**src/rtl/cmd_queue_pkg.sv**
```systemverilog
// Shared types for the command queue: the cmd_t record seen by host and issuer,
// and the writeback FSM states.
package cmd_queue_pkg;

  localparam int unsigned PROC_COUNT = 4;
  localparam int unsigned ID_W       = 8;
  localparam int unsigned REG_W      = 5;

  typedef struct packed {
    logic [ID_W-1:0]  id;
    logic [ID_W-1:0]  dep;
    logic [3:0]       opcode;
    logic [REG_W-1:0] src_a;
    logic [REG_W-1:0] src_b;
    logic [REG_W-1:0] dst;
  } cmd_t;

  localparam int unsigned CMD_W = $bits(cmd_t);

  typedef enum logic [1:0] {
    StIdle,
    StWbPend,
    StAck
  } wb_state_t;

endpackage

```
**src/rtl/cmd_queue_mem.sv**
```systemverilog
// DEPTH x cmd_t register file: one synchronous write port, one asynchronous read port.
module cmd_queue_mem
  import cmd_queue_pkg::*;
#(
  parameter int unsigned DEPTH = 16,
  localparam int unsigned PTR_W = $clog2(DEPTH)
) (
  input  logic             clk_i,
  input  logic             we_i,
  input  logic [PTR_W-1:0] waddr_i,
  input  cmd_t             wdata_i,
  input  logic [PTR_W-1:0] raddr_i,
  output cmd_t             rdata_o
);

  cmd_t mem_q [DEPTH];

  always_ff @(posedge clk_i) begin
    if (we_i) begin
      mem_q[waddr_i] <= wdata_i;
    end
  end

  assign rdata_o = mem_q[raddr_i];

endmodule

```
**src/rtl/cmd_queue.sv**
```systemverilog
// Circular command FIFO feeding the issuer, with one slot held back for issuer writebacks.
// Optional statistics outputs are built when CMD_QUEUE_STATS_EN is defined.
module cmd_queue
  import cmd_queue_pkg::*;
#(
  parameter int unsigned DEPTH = 16,
  localparam int unsigned PTR_W = $clog2(DEPTH)
) (
  input  logic           i_clk,
  input  logic           i_rstn,
  input  logic           i_host_valid,
  input  cmd_t           i_host_cmd,
  output logic           o_host_ready,
  input  logic           i_read,
  input  logic           i_write,
  input  cmd_t           i_cmd,
  output cmd_t           o_cmd,
  output logic           o_empty,
  output logic           o_ack,
  output logic [PTR_W:0] o_count,
  output logic           o_underflow
`ifdef CMD_QUEUE_STATS_EN
  ,
  output logic [31:0]    o_wb_total,
  output logic [PTR_W:0] o_max_count
`endif
);

  localparam logic [PTR_W:0] FullCnt = (PTR_W + 1)'(DEPTH);
  localparam logic [PTR_W:0] HostMax = (PTR_W + 1)'(DEPTH - 1);

  logic [PTR_W-1:0] rd_ptr_q, rd_ptr_d;
  logic [PTR_W-1:0] wr_ptr_q, wr_ptr_d;
  logic [PTR_W:0]   count_q, count_d;
  wb_state_t        state_q, state_d;
  cmd_t             wb_q, wb_d;
  logic             underflow_q, underflow_d;
  logic             ready_en_q;

  logic empty, pop, slot_free, host_push, wb_push, mem_we;
  cmd_t wb_data, mem_wdata, mem_rdata;

  always_comb begin
    empty        = (count_q == '0);
    pop          = i_read && !empty;
    // A pop on the same edge frees the slot the writeback lands in.
    slot_free    = (count_q < FullCnt) || pop;
    o_host_ready = ready_en_q && (count_q < HostMax) && (state_q == StIdle) && !i_write;
    host_push    = i_host_valid && o_host_ready;
  end

  always_comb begin
    state_d = state_q;
    wb_d    = wb_q;
    wb_push = 1'b0;
    wb_data = i_cmd;
    unique case (state_q)
      StIdle: begin
        if (i_write) begin
          if (slot_free) begin
            wb_push = 1'b1;
            state_d = StAck;
          end else begin
            wb_d    = i_cmd;
            state_d = StWbPend;
          end
        end
      end
      StWbPend: begin
        wb_data = wb_q;
        if (slot_free) begin
          wb_push = 1'b1;
          state_d = StAck;
        end
      end
      StAck:   state_d = StIdle;
      default: state_d = StIdle;
    endcase
  end

  always_comb begin
    mem_we      = host_push || wb_push;
    mem_wdata   = wb_push ? wb_data : i_host_cmd;
    rd_ptr_d    = rd_ptr_q + PTR_W'(pop);
    wr_ptr_d    = wr_ptr_q + PTR_W'(mem_we);
    count_d     = count_q + (PTR_W + 1)'(mem_we) - (PTR_W + 1)'(pop);
    underflow_d = underflow_q || (i_read && empty);
  end

  always_ff @(posedge i_clk or negedge i_rstn) begin
    if (!i_rstn) begin
      rd_ptr_q    <= '0;
      wr_ptr_q    <= '0;
      count_q     <= '0;
      state_q     <= StIdle;
      wb_q        <= '0;
      underflow_q <= 1'b0;
      ready_en_q  <= 1'b0;
    end else begin
      rd_ptr_q    <= rd_ptr_d;
      wr_ptr_q    <= wr_ptr_d;
      count_q     <= count_d;
      state_q     <= state_d;
      wb_q        <= wb_d;
      underflow_q <= underflow_d;
      ready_en_q  <= 1'b1;
    end
  end

  cmd_queue_mem #(
    .DEPTH(DEPTH)
  ) u_mem (
    .clk_i  (i_clk),
    .we_i   (mem_we),
    .waddr_i(wr_ptr_q),
    .wdata_i(mem_wdata),
    .raddr_i(rd_ptr_q),
    .rdata_o(mem_rdata)
  );

  // Gate the head so uninitialised storage never shows while empty.
  assign o_cmd       = empty ? '0 : mem_rdata;
  assign o_empty     = empty;
  assign o_ack       = (state_q == StAck);
  assign o_count     = count_q;
  assign o_underflow = underflow_q;

`ifdef CMD_QUEUE_STATS_EN
  logic [31:0]    wb_total_q, wb_total_d;
  logic [PTR_W:0] max_count_q, max_count_d;

  always_comb begin
    wb_total_d  = (wb_push && (wb_total_q != '1)) ? wb_total_q + 32'd1 : wb_total_q;
    max_count_d = (count_d > max_count_q) ? count_d : max_count_q;
  end

  always_ff @(posedge i_clk or negedge i_rstn) begin
    if (!i_rstn) begin
      wb_total_q  <= '0;
      max_count_q <= '0;
    end else begin
      wb_total_q  <= wb_total_d;
      max_count_q <= max_count_d;
    end
  end

  assign o_wb_total  = wb_total_q;
  assign o_max_count = max_count_q;
`endif

endmodule

```
**config.mk**
```make
export PLATFORM = sky130hd
export DESIGN_NAME = cmd_queue
export DESIGN_NICKNAME = d
export VERILOG_FILES = /design/src/rtl/cmd_queue_pkg.sv /design/src/rtl/cmd_queue_mem.sv /design/src/rtl/cmd_queue.sv
export SDC_FILE = /design/constraint.sdc
export NUM_CORES = 1
export LEC_CHECK = 0
export CORE_MARGIN = 3
export CORE_UTILIZATION = 40
export CTS_CLUSTER_DIAMETER = 120
export DETAILED_ROUTE_END_ITERATION = 10
export GPL_ROUTABILITY_DRIVEN = 0
export MAX_ROUTING_LAYER = met4
export PLACE_DENSITY_LB_ADDON = 0.1
export SETUP_SLACK_MARGIN = 0.3
export SLEW_MARGIN = 20
export SYNTH_ARGS = -nofsm -noshare
export SYNTH_HDL_FRONTEND = slang
export SYNTH_SLANG_ARGS = --single-unit
```
**constraint.sdc**
```tcl
create_clock -name i_clk -period 6.7 [get_ports i_clk]
set_clock_uncertainty 0.1 [all_clocks]
set_input_delay 1.005 -clock i_clk [delete_from_list [all_inputs] [get_ports i_clk]]
set_output_delay 1.005 -clock i_clk [all_outputs]
set_load 0.05 [all_outputs]
```
* Word level (Yosys, flattened, before mapping) *
Memory sizes are Yosys's and may differ from the RTL's.
Index checks and enable logic that the tools add are counted.

word-level totals
  bits in registers = 52
  RAM bits = 560
  bits of input ports = 75
  output and inout bits = 44
  word-level logic and storage cells = 51
  memories kept = 1

cells by class
  $add $sub $neg = 4
  magnitude comparators = 2
  equality and inequality tests = 4
  muxes and demuxes = 12
  bitwise logic cells = 1
  reduce and logical (&&, ||, !) cells = 15

memory list
  memory       words  width  rd ports  clocked after memory_dff  write ports  RTL line             source
  u_mem.mem_q  16     35     1         0                         1            cmd_queue_mem.sv:16  cmd_t mem_q [DEPTH];

operators with widths
  operator                                            count
  2-to-1 mux 35 bit                                   3
  adder 4 x 1 -> 4 bit                                2
  logical AND 1 bit                                   6
  2-to-1 mux 2 bit                                    3
  adder 5 x 1 -> 5 bit                                1
  zero test 5 bit                                     1
  < comparator 5 x 4 -> 1 bit, second input constant  1
  < comparator 5 bit, second input constant           1
  subtractor 5 x 1 -> 5 bit                           1
  2-to-1 mux 1 bit                                    4
  != test 2 bit, second input constant                2
  case mux 2 bit (2 select lines)                     1
  logical OR 1 bit                                    3
  AND reduction 3 bit                                 1
  == test 2 x 1 -> 1 bit, second input constant       1
  == test 2 bit, second input constant                1
  zero test 1 bit                                     2
  zero test 2 bit                                     1
  case mux 1 bit (2 select lines)                     1
  AND reduction 2 bit                                 1
  inverter 1 bit                                      1

* Longest topological paths before layout *
Gate-level depths: netlist of the first run.

  depth after elaboration = 10
  mapped depth = 15
  mapped depth without buffers = 14

* Hierarchy *
Synthesis of the first run repeated with hierarchy kept, for this count alone.

unflattened totals
  cells, all modules = 1,140
  area, all modules = 24,842.6 um^2

modules (own cells, without submodules)
  module         instances  cells each  area each (um^2)  seq. area each (um^2)
  cmd_queue_mem  1          879         21,351.7          16,816.1
  cmd_queue      1          261         3,490.8           1,301.2

* Worst setup path after synthesis of the first run *
Ideal clock, no wire load.

  kind = input -> register
  start = in i_write
  end = mem u_mem.mem_q[1][0] (netlist name) (enable)
  library setup time = 0.515 ns
  data arrival time = 5.311 ns
  data required time = 6.085 ns
  setup slack = 0.774 ns
  stages on the path = 4
  buffers on the path = 0
  cell sequence = nor2_1 -> and4_1 -> a21oi_2 -> nor4_1

between the ends
  cells in the longest elaborated chain, start to end = 6
  elaborated cells on any way between the ends = 8
  classes of those cells = mux (4); reduce/logical (4)

RTL lines
  what                                    RTL line             source
  start: declaration                      cmd_queue.sv:15      input logic i_write,
  zero test 1 bit                         cmd_queue.sv:48      o_host_ready = ready_en_q && (count_q < HostMax) && (state_q == StIdle) && !i_write;
  logical AND 1 bit                       cmd_queue.sv:48
  named net o_host_ready                  cmd_queue.sv:13      output logic o_host_ready,
  logical AND 1 bit                       cmd_queue.sv:49      host_push = i_host_valid && o_host_ready;
  logical OR 1 bit                        cmd_queue.sv:82      mem_we = host_push || wb_push;
  2-to-1 mux 1 bit                        cmd_queue_mem.sv:19  if (we_i) begin
  2-to-1 mux 1 bit (implied by the code)  cmd_queue_mem.sv:20  mem_q[waddr_i] <= wdata_i;
  end: declaration                        cmd_queue_mem.sv:16

The timed path passes the listed nets, and every way through them passes these cells.

==> metrics.csv, run 1 <==
metric,value,unit
status,"finished, final reports clean",
Worst Hold Launch,o_underflow,
CTS tree,yes,
multiplexer share of the synthesized area,18.0,%
Synth Area in Adders,0.704,%
multi-input logic area,5880,µm²
clock tree buffer depth,3,
fin crit share,78.5,%
RSZ-0062 raised after global routing,no,
cells after synthesis,1146,
combinational power share,34.1,%
final setup violation count,0,
register share of total power,39.7,%
global-route wire length before repair,83.4,mm
post-synth top area share,69.6,%
Pre-Repair DR Iteration Count,7,
min-delay worst type,reg2reg,
clk_lat worst skew,580,ps
drt total wl,56.4,mm
Synth Register Bits,612,
"slowest stage delay, CP",1130,ps
Post-Syn Area,24200,µm²
post-synthesis simple-gate area fraction,1.67,%
"top cells by area, synth","edfxtp_1, mux4_2, dfrtp_1",
Root Buffer,clkbuf_16,
# rows,89,
Post-CTS Setup Bufs,0,
DRC,0,
most common cell in the netlist,edfxtp_1,
layout cell share with drive strength beyond 1,26.8,%
Post-Syn Nets,1234,
Worst-path clk slew,60,ps
post-placement cell count,2016,
CP endpoint kind,primary output,
DIE HEIGHT,252,µm
H-tree depth,3,
"Req. time, crit path",5590,ps
Synth Area in XOR/XNOR,0.254,%
"antenna viol nets, final",0,
"area leader, netlist",edfxtp_1,
Internal,8.82,mW
Fill cells,4908,
Final min period,5260,ps
initial core utilization,40.7,%
CP Launch Type,register,
Non-Filler Instances,2136,
static leakage,9.38,nW
CP max FO,45,
RR Endpoint,u_mem.mem_q[7][15],
Post-CTS Resized,0,
Hold Path Depth,1,
Worst-Margin Slew,1080,ps
IO Count,119,
"top cells by count, synth","edfxtp_1, mux4_2, mux2i_1, dfrtp_1, nor2_1",
area fraction in compound gates after synthesis,2.71,%
slowest CP cell,dfrtp_4,
most frequently used flop master after synthesis,edfxtp_1,
data arrival time of the critical path,4160,ps
synth warn,0,
number of max-cap violations,0,
CTS Sinks,612,
Avg WL per Cell,26.4,µm
NetSw,4.58,mW
Total GRT Usage,18.6,%
Sw Ratio,34.2,%
largest family of logic cells by synthesized area,multiplexers,
Layout area overhead,18.6,%
mean post-synth cell area,21.1,µm²
crit-path cells,nor3b_2 -> buf_4 -> a22oi_1 -> o21ai_0 -> clkdlybuf4s50_1,
Final Hold Slack,362,ps
DR iter-0 viols,817,
Util after Layout,48.3,%
TritonCTS Buffers,67,
worst reg2reg setup slack,3380,ps
dpl cell area,26500,µm²
ant diodes,0,
CTS hold repair buffers,0,
"EDFF count, synth",560,
final instance area,28700,µm²
initial antenna violation count,0,
post-synthesis sequential area ratio,75.0,%
setup TNS,0,ps
RR Startpoint,o_count[4],
Die ar.,63400,µm²
Clk pwr share,26.2,%
total area of sequential cells,18100,µm²
worst rel slew slack,27.8,%
maximum VDD drop,0.320,mV
R2R depth,6,
number of global-route vias before repair,12465,
final hold vios,0,
crit path from,rd_ptr_q[2],
nets@finish,1400,
highest clock rate,0.190,GHz
count of different cell masters after synthesis,40,
# port buffers,118,
asr flop ratio synth,8.50,%
number of vias in the routed layout,11732,
CP Class,reg2out,
fin. max-slew vios,0,
largest net degree at the start of global routing,53,
DPL Wire Length,30.6,mm
Die X-Extent,252,µm
core area,59400,µm²
Via density,5.49,
pwr dens,467,nW/µm²
Worst Hold End,o_underflow,
GRT overflow,0,
cell families (layout without fill, tap and decap cells):
| group | after synthesis | after routing |
|---|---|---|
| AO/OA/AOI/OAI | 111 | 111 |
| XOR/XNOR | 7 | 7 |
| adder cells (fa/ha/maj) | 13 | 13 |
| buffers and inverters | 75 | 292 |
| flip-flops | 612 | 612 |
| multiplexers | 246 | 246 |
| other | 1 | 1 |
| AND/OR/NAND/NOR | 81 | 81 |
per-layer routing:
layer	global-route usage [%]	vias to the layer above	part of all wire [%]
met5	-	-	0
met4	4.56	0	2.0
met3	2.82	79	3.6
met2	28.7	234	48
met1	26.4	6346	47
li1	-	5073	-
sequential cells by signal, indices dropped and copies added (netlist names):
signal	count
o_count	5
o_underflow	1
rd_ptr_q	4
ready_en_q	1
state_q	2
u_mem.mem_q	560
wb_q	35
wr_ptr_q	4
power by group through the flow:
| stage | clock network, mW | logic (mW) | registers (mW) |
|---|---|---|---|
| 2_1_floorplan | 0 | 3.27 | 5.17 |
| 3_3_place_gp | 0 | 4.61 | 5.39 |
| 3_5_place_dp | 0 | 4.63 | 5.40 |
| 4_1_cts | 3.61 | 4.65 | 5.33 |
| 5_1_grt | 3.78 | 4.89 | 5.38 |
| 6_report | 3.51 | 4.57 | 5.31 |
metrics by stage:
step                      setup WS [ps]  total power, mW
final                              1440             13.4
after global routing               1330             14.1
after CTS                          1360             13.6
after detailed placement           1990             10.0
after global placement             2050             10.0
after floorplan                     774             8.44
layout by cell type, fill, tap and decap left out, types with 2 or more instances in the layout:
cell type        instances
a21o_1                   2
a21oi_1                 12
a21oi_2                 25
a22oi_1                 34
buf_12                   3
buf_4                   41
bufinv_16                2
clkbuf_1                15
clkbuf_16               71
clkbuf_8                 6
clkdlybuf4s50_1        117
clkinv_1                13
clkinv_2                 9
clkinvlp_4               2
dfrtp_1                 49
dfrtp_4                  3
edfxtp_1               560
ha_1                    12
inv_1                   10
mux2_2                   5
mux2_4                  30
mux2i_1                 72
mux4_2                 139
nand2_1                  3
nand2b_1                 6
nand3_1                  4
nor2_1                  37
nor2b_1                  2
nor3_2                  10
nor3b_2                  2
nor4_2                   6
o21ai_0                 34
xnor2_1                  3
xor2_1                   4
final cells by class:
type,count,area share (%)
repair buffers,162,5.39
multi-input cells,459,20.5
inverters,10,0.131
clock inverters,28,0.650
flip-flops and latches,612,63.2
well taps,773,3.37
clock buffers,92,6.68
worst max-delay path by stage:
stage                     slack (ps)                 to
after CTS                       1360          o_cmd[25]
after global routing            1330          o_cmd[25]
after global placement          2050          o_cmd[22]
after floorplan                  770  u_mem.mem_q[1][0]
after detailed placement        1990         o_count[4]
final                           1440          o_cmd[25]
critical path: cells and delay by family, from the launching register on:
family / cells / cell delay [ps]
buf+inv: 2 / 1200
simple gates: 1 / 1010
flops: 1 / 1130
compound gates: 2 / 210
No activity file was read; power rests on OpenSTA's default activity.
==> run 2: changes to the inputs <==
Clock period 6.7 ns to 5.45 ns, I/O delays scaled along.
==> metrics.csv, run 2 (same netlist as run 1, synthesis figures left out) <==
metric,value,unit,change
layout cell share with drive strength beyond 1,26.2,%,-0.53 points
Final Hold Slack,338,ps,-23.8 ps
final worst slack,818,ps,-621 ps
Total GRT Usage,18.4,%,-0.17 points
IO Count,119,,unchanged
CTS hold repair buffers,0,,unchanged
Die ar.,63400,µm²,unchanged
Non-Filler Instances,2137,,+0.047%
initial antenna violation count,0,,unchanged
CP max FO,10,,-78%
number of vias in the routed layout,11691,,-0.35%
"Req. time, crit path",4530,ps,-1060 ps
Avg WL per Cell,26.0,µm,-1.4%
DPL Wire Length,29.9,mm,-2.3%
Root Buffer,clkbuf_16,,
ant diodes,0,,unchanged
number of global-route vias before repair,12558,,+0.75%
largest net degree at the start of global routing,72,,+36%
highest clock rate,0.216,GHz,
fin. max-slew vios,0,,unchanged
Pre-Repair DR Iteration Count,5,,-2
Top reg by flops,u_mem.mem_q,,
final hold vios,0,,unchanged
met1 usage,25.5,%,-0.91 points
pwr dens,574,nW/µm²,+23%
maximum VDD drop,0.385,mV,+20%
"commonest non-fill, non-tap cell in the layout",edfxtp_1,,
Post-CTS Setup Bufs,0,,unchanged
Worst-path clk slew,60,ps,about the same
most frequent cells in the layout,"edfxtp_1, mux4_2, clkdlybuf4s50_1",,
Fill cells,4905,,-0.061%
global routing's busiest layer,met2,,
GRT overflow,0,,unchanged
clock tree buffer depth,3,,unchanged
status,"finished, final reports clean",,
Via density,5.47,,-0.40%
Layout area overhead,18.8,%,
Worst-Margin Slew,1100,ps,+18.0 ps
fin crit share,85.0,%,
# rows,89,,unchanged
core area,59400,µm²,unchanged
number of max-cap violations,0,,unchanged
CTS tree,yes,,
RSZ-0062 raised after global routing,no,,
CTS Sinks,612,,unchanged
CP Class,reg2out,,
static leakage,9.38,nW,about the same
worst rel slew slack,27.0,%,-0.88 points
H-tree depth,3,,unchanged
TritonCTS Buffers,68,,+1.5%
min-delay worst type,in2async,,
clk_lat worst skew,570,ps,about the same
"antenna viol nets, final",0,,unchanged
"worst slack, placed",1350,ps,-642 ps
post-placement cell count,2018,,+0.099%
met3 Use GR,2.73,%,-0.093 points
CP Launch Type,register,,
nets@finish,1403,,+0.21%
Post-CTS Resized,0,,unchanged
final setup violation count,0,,unchanged
DR iter-0 viols,651,,-20%
GR Util met2,29.2,%,+0.50 points
Util after Layout,48.3,%,+0.053 points
global-route wire length before repair,82.7,mm,-0.93%
CP endpoint kind,primary output,,
# port buffers,118,,unchanged
initial core utilization,40.7,%,unchanged
Final min period,4630,ps,
Die X-Extent,252,µm,unchanged
DRC,0,,unchanged
drt total wl,55.6,mm,-1.4%
data arrival time of the critical path,3710,ps,-450 ps
max reg flops,560,,unchanged
DIE HEIGHT,252,µm,unchanged
run 2: cell count changes in the layout (fill, tap and decap cells not counted), sizes merged:
cell / change
inv: +1
clkinvlp: -2
buf: +2
clkinv: -9
clkbuf: +8
bufinv: +1
run 2: cell type report:
type	count	area, µm²	area share [%]
Clock buffer	100	1930	6.71
Clock inverter	19	168	0.584
Inverter	10	37.5	0.131
Multi-Input combinational cell	459	5870	20.5
Sequential cell	612	18100	63.2
Tap cell	773	967	3.37
Timing Repair Buffer	164	1600	5.56
run 2: critical path, stage by stage, from the launching register on:
cell and delay [ps]:
dfrtp_1 410, inv_1 90, ha_1 130, nor4b_2 780, nor2_1 290, buf_4 290
a22oi_1 170, o21ai_0 200, clkdlybuf4s50_1 780
run 2: metrics by stage:
stage	area [µm²]	setup TNS, ps	total power, mW
floorplan	24200	-69820	10.4
global placement	26500	0	12.3
detailed placement	26500	0	12.4
CTS	28600	0	16.7
global route	28700	0	17.3
finish	28700	0	16.5
run 2: worst paths after layout:
kind,start,to,slack [ps],depth (start not counted)
max,o_count[2],o_cmd[2],820,8
min,i_rstn,wb_q[4],340,2
max reg2reg,o_count[2],o_count[4],2240,13
min reg2reg,o_underflow,o_underflow,390,1
max in group asynchronous,i_rstn,rd_ptr_q[1],4250,2
min in group i_clk,o_underflow,o_underflow,390,1
run 2: metal layers:
| layer | part of all wire, % | wire, µm |
|---|---|---|
| met1 | 46 | 25600 |
| met2 | 49 | 27100 |
| met3 | 3.6 | 2030 |
| met4 | 1.4 | 796 |
| met5 | 0 | 0 |
run 2: power by group:
part | leakage (nW) | internal, mW | switching, mW | total, mW
clock | 1.01 | 2.58 | 1.72 | 4.30
combinational | 2.72 | 2.28 | 3.45 | 5.74
sequential | 5.65 | 6.04 | 0.409 | 6.44
==> run 3: changes to the inputs <==
Clock period 5.45 ns to 3.85 ns, I/O delays scaled along.
==> metrics.csv, run 3 (same netlist as run 1, synthesis figures left out) <==
metric,value,unit,change
largest net degree at the start of global routing,53,,-26%
global-route wire length before repair,85.5,mm,+3.5%
Die ar.,63400,µm²,unchanged
Die X-Extent,252,µm,unchanged
worst rel slew slack,26.4,%,-0.56 points
core area,59400,µm²,unchanged
RR Startpoint,o_count[2],,
CTS tree,yes,,
pwr dens,828,nW/µm²,+44%
number of global-route vias before repair,12531,,-0.22%
initial antenna violation count,1,,+1
layout cell share with drive strength beyond 1,30.4,%,+4.1 points
data arrival time of the critical path,2720,ps,-990 ps
Fill cells,4825,,-1.6%
final hold vios,0,,unchanged
CP Class,reg2out,,
Internal,15.9,mW,+46%
min-delay worst type,in2async,,
fin. max-slew vios,0,,unchanged
Layout area overhead,21.1,%,
CP max FO,34,,+24
ant diodes,0,,unchanged
maximum VDD drop,0.543,mV,+41%
clk_lat worst skew,590,ps,+20 ps
number of max-cap violations,0,,unchanged
Pre-Repair DR Iteration Count,5,,unchanged
final setup violation count,0,,unchanged
Worst-path clk slew,60,ps,about the same
drt total wl,58.7,mm,+5.5%
final instance area,29300,µm²,+2.0%
DPL Wire Length,32.4,mm,+8.7%
multi-input logic area,5950,µm²,+1.3%
number of vias in the routed layout,11892,,+1.7%
highest clock rate,0.294,GHz,
TritonCTS Buffers,66,,-2.9%
total area of sequential cells,18100,µm²,about the same
post-placement cell count,2033,,+0.74%
Via density,5.50,,+0.50%
CP Launch Type,register,,
DR iter-0 viols,839,,+29%
DIE HEIGHT,252,µm,unchanged
"antenna viol nets, final",0,,unchanged
Total GRT Usage,19.3,%,+0.91 points
"commonest non-fill, non-tap cell in the layout",edfxtp_1,,
# rows,89,,unchanged
RSZ-0062 raised after global routing,no,,
Final min period,3400,ps,
RR Endpoint,o_count[4],,
Worst-Margin Slew,1100,ps,+8.39 ps
max reg flops,560,,unchanged
"worst slack, placed",399,ps,-948 ps
Non-Filler Instances,2163,,+1.2%
most frequent cells in the layout,"edfxtp_1, mux4_2, clkdlybuf4s50_1",,
H-tree depth,3,,unchanged
Root Buffer,clkbuf_16,,
nets@finish,1427,,+1.7%
GRT overflow,0,,unchanged
CTS Sinks,612,,unchanged
initial core utilization,40.7,%,unchanged
dpl cell area,26900,µm²,+1.6%
status,"finished, final reports clean",,
static leakage,9.77,nW,+4.1%
NetSw,8.31,mW,+49%
Top reg by flops,u_mem.mem_q,,
setup TNS,0,ps,unchanged
CP endpoint kind,primary output,,
"Req. time, crit path",3170,ps,-1360 ps
final worst slack,448,ps,-370 ps
Avg WL per Cell,27.1,µm,+4.3%
clock tree buffer depth,3,,unchanged
IO Count,119,,unchanged
fin crit share,88.4,%,
worst reg2reg setup slack,970,ps,-1270 ps
Clk pwr share,25.4,%,-0.7 points
DRC,0,,unchanged
# port buffers,118,,unchanged
R2R depth,15,,+2
combinational power share,37.4,%,+2.6 points
register share of total power,37.2,%,-1.9 points
Sw Ratio,34.3,%,+0.43 points
-- run 3: changes by cell type in the layout (fill, tap and decap cells not counted), sizes merged --
cell | before | now
clkdlybuf4s50 | 117 | 82
bufbuf | 0 | 1
clkbuf | 100 | 82
bufinv | 3 | 4
buf | 47 | 107
clkinv | 14 | 27
clkinvlp | 0 | 4
-- run 3: worst max path at each step --
stage | from | endpoint
floorplan | o_count[4] | u_mem.mem_q[13][0]
global placement | i_read | u_mem.mem_q[4][23]
detailed placement | i_read | u_mem.mem_q[13][23]
CTS | rd_ptr_q[0] | o_cmd[28]
global route | o_count[2] | o_cmd[3]
finish | rd_ptr_q[1] | o_cmd[3]
-- run 3: final cells by class --
type | count | share of cell area (%)
clock inverter | 37 | 1.01
timing repair buffer | 190 | 7.10
sequential | 612 | 62.0
multi-input combinational | 459 | 20.3
clock buffer | 82 | 6.17
tap | 773 | 3.31
inverter | 10 | 0.128
-- run 3: repair_timing --
action                     in CTS  in global routing
setup buffers                   5                  5
gates resized for setup         7                  7
setup endpoints to repair      35                 16
pin swaps                       1                  0
cloned                          1                  0
hold buffers                    0                  0
-- run 3: metal layers --
layer	vias up	track usage (%)	share of wire (%)	routed length (µm)
li1	5123	-	-	-
met1	6411	26.1	44	25700
met2	288	31.6	50	29500
met3	70	3.03	4.3	2510
met4	0	4.05	1.7	985
met5	-	-	0	0
-- run 3: power groups by stage --
stage	Sequential (mW)	Combinational [mW]	Clock [mW]
2_1_floorplan	9.00	5.82	0
3_3_place_gp	9.20	8.88	0
3_5_place_dp	9.22	8.93	0
4_1_cts	9.06	9.15	6.31
5_1_grt	9.10	9.68	6.56
6_report	9.01	9.07	6.15
-- run 3: per-stage QoR --
| stage | power, mW | hold slack [ps] | util [%] |
|---|---|---|---|
| floorplan | 14.8 | 182 | - |
| global placement | 18.1 | 342 | 45.4 |
| detailed placement | 18.2 | 347 | 45.4 |
| CTS | 24.5 | 40.9 | 49.1 |
| global route | 25.3 | 71.2 | 49.3 |
| finish | 24.2 | 20.4 | 49.3 |
-- run 3: critical path: stages (launching register included) --
cell	delay [ps]
dfrtp_4	730
buf_12	280
mux4_2	360
a22oi_1	200
o21ai_0	270
buf_12	240
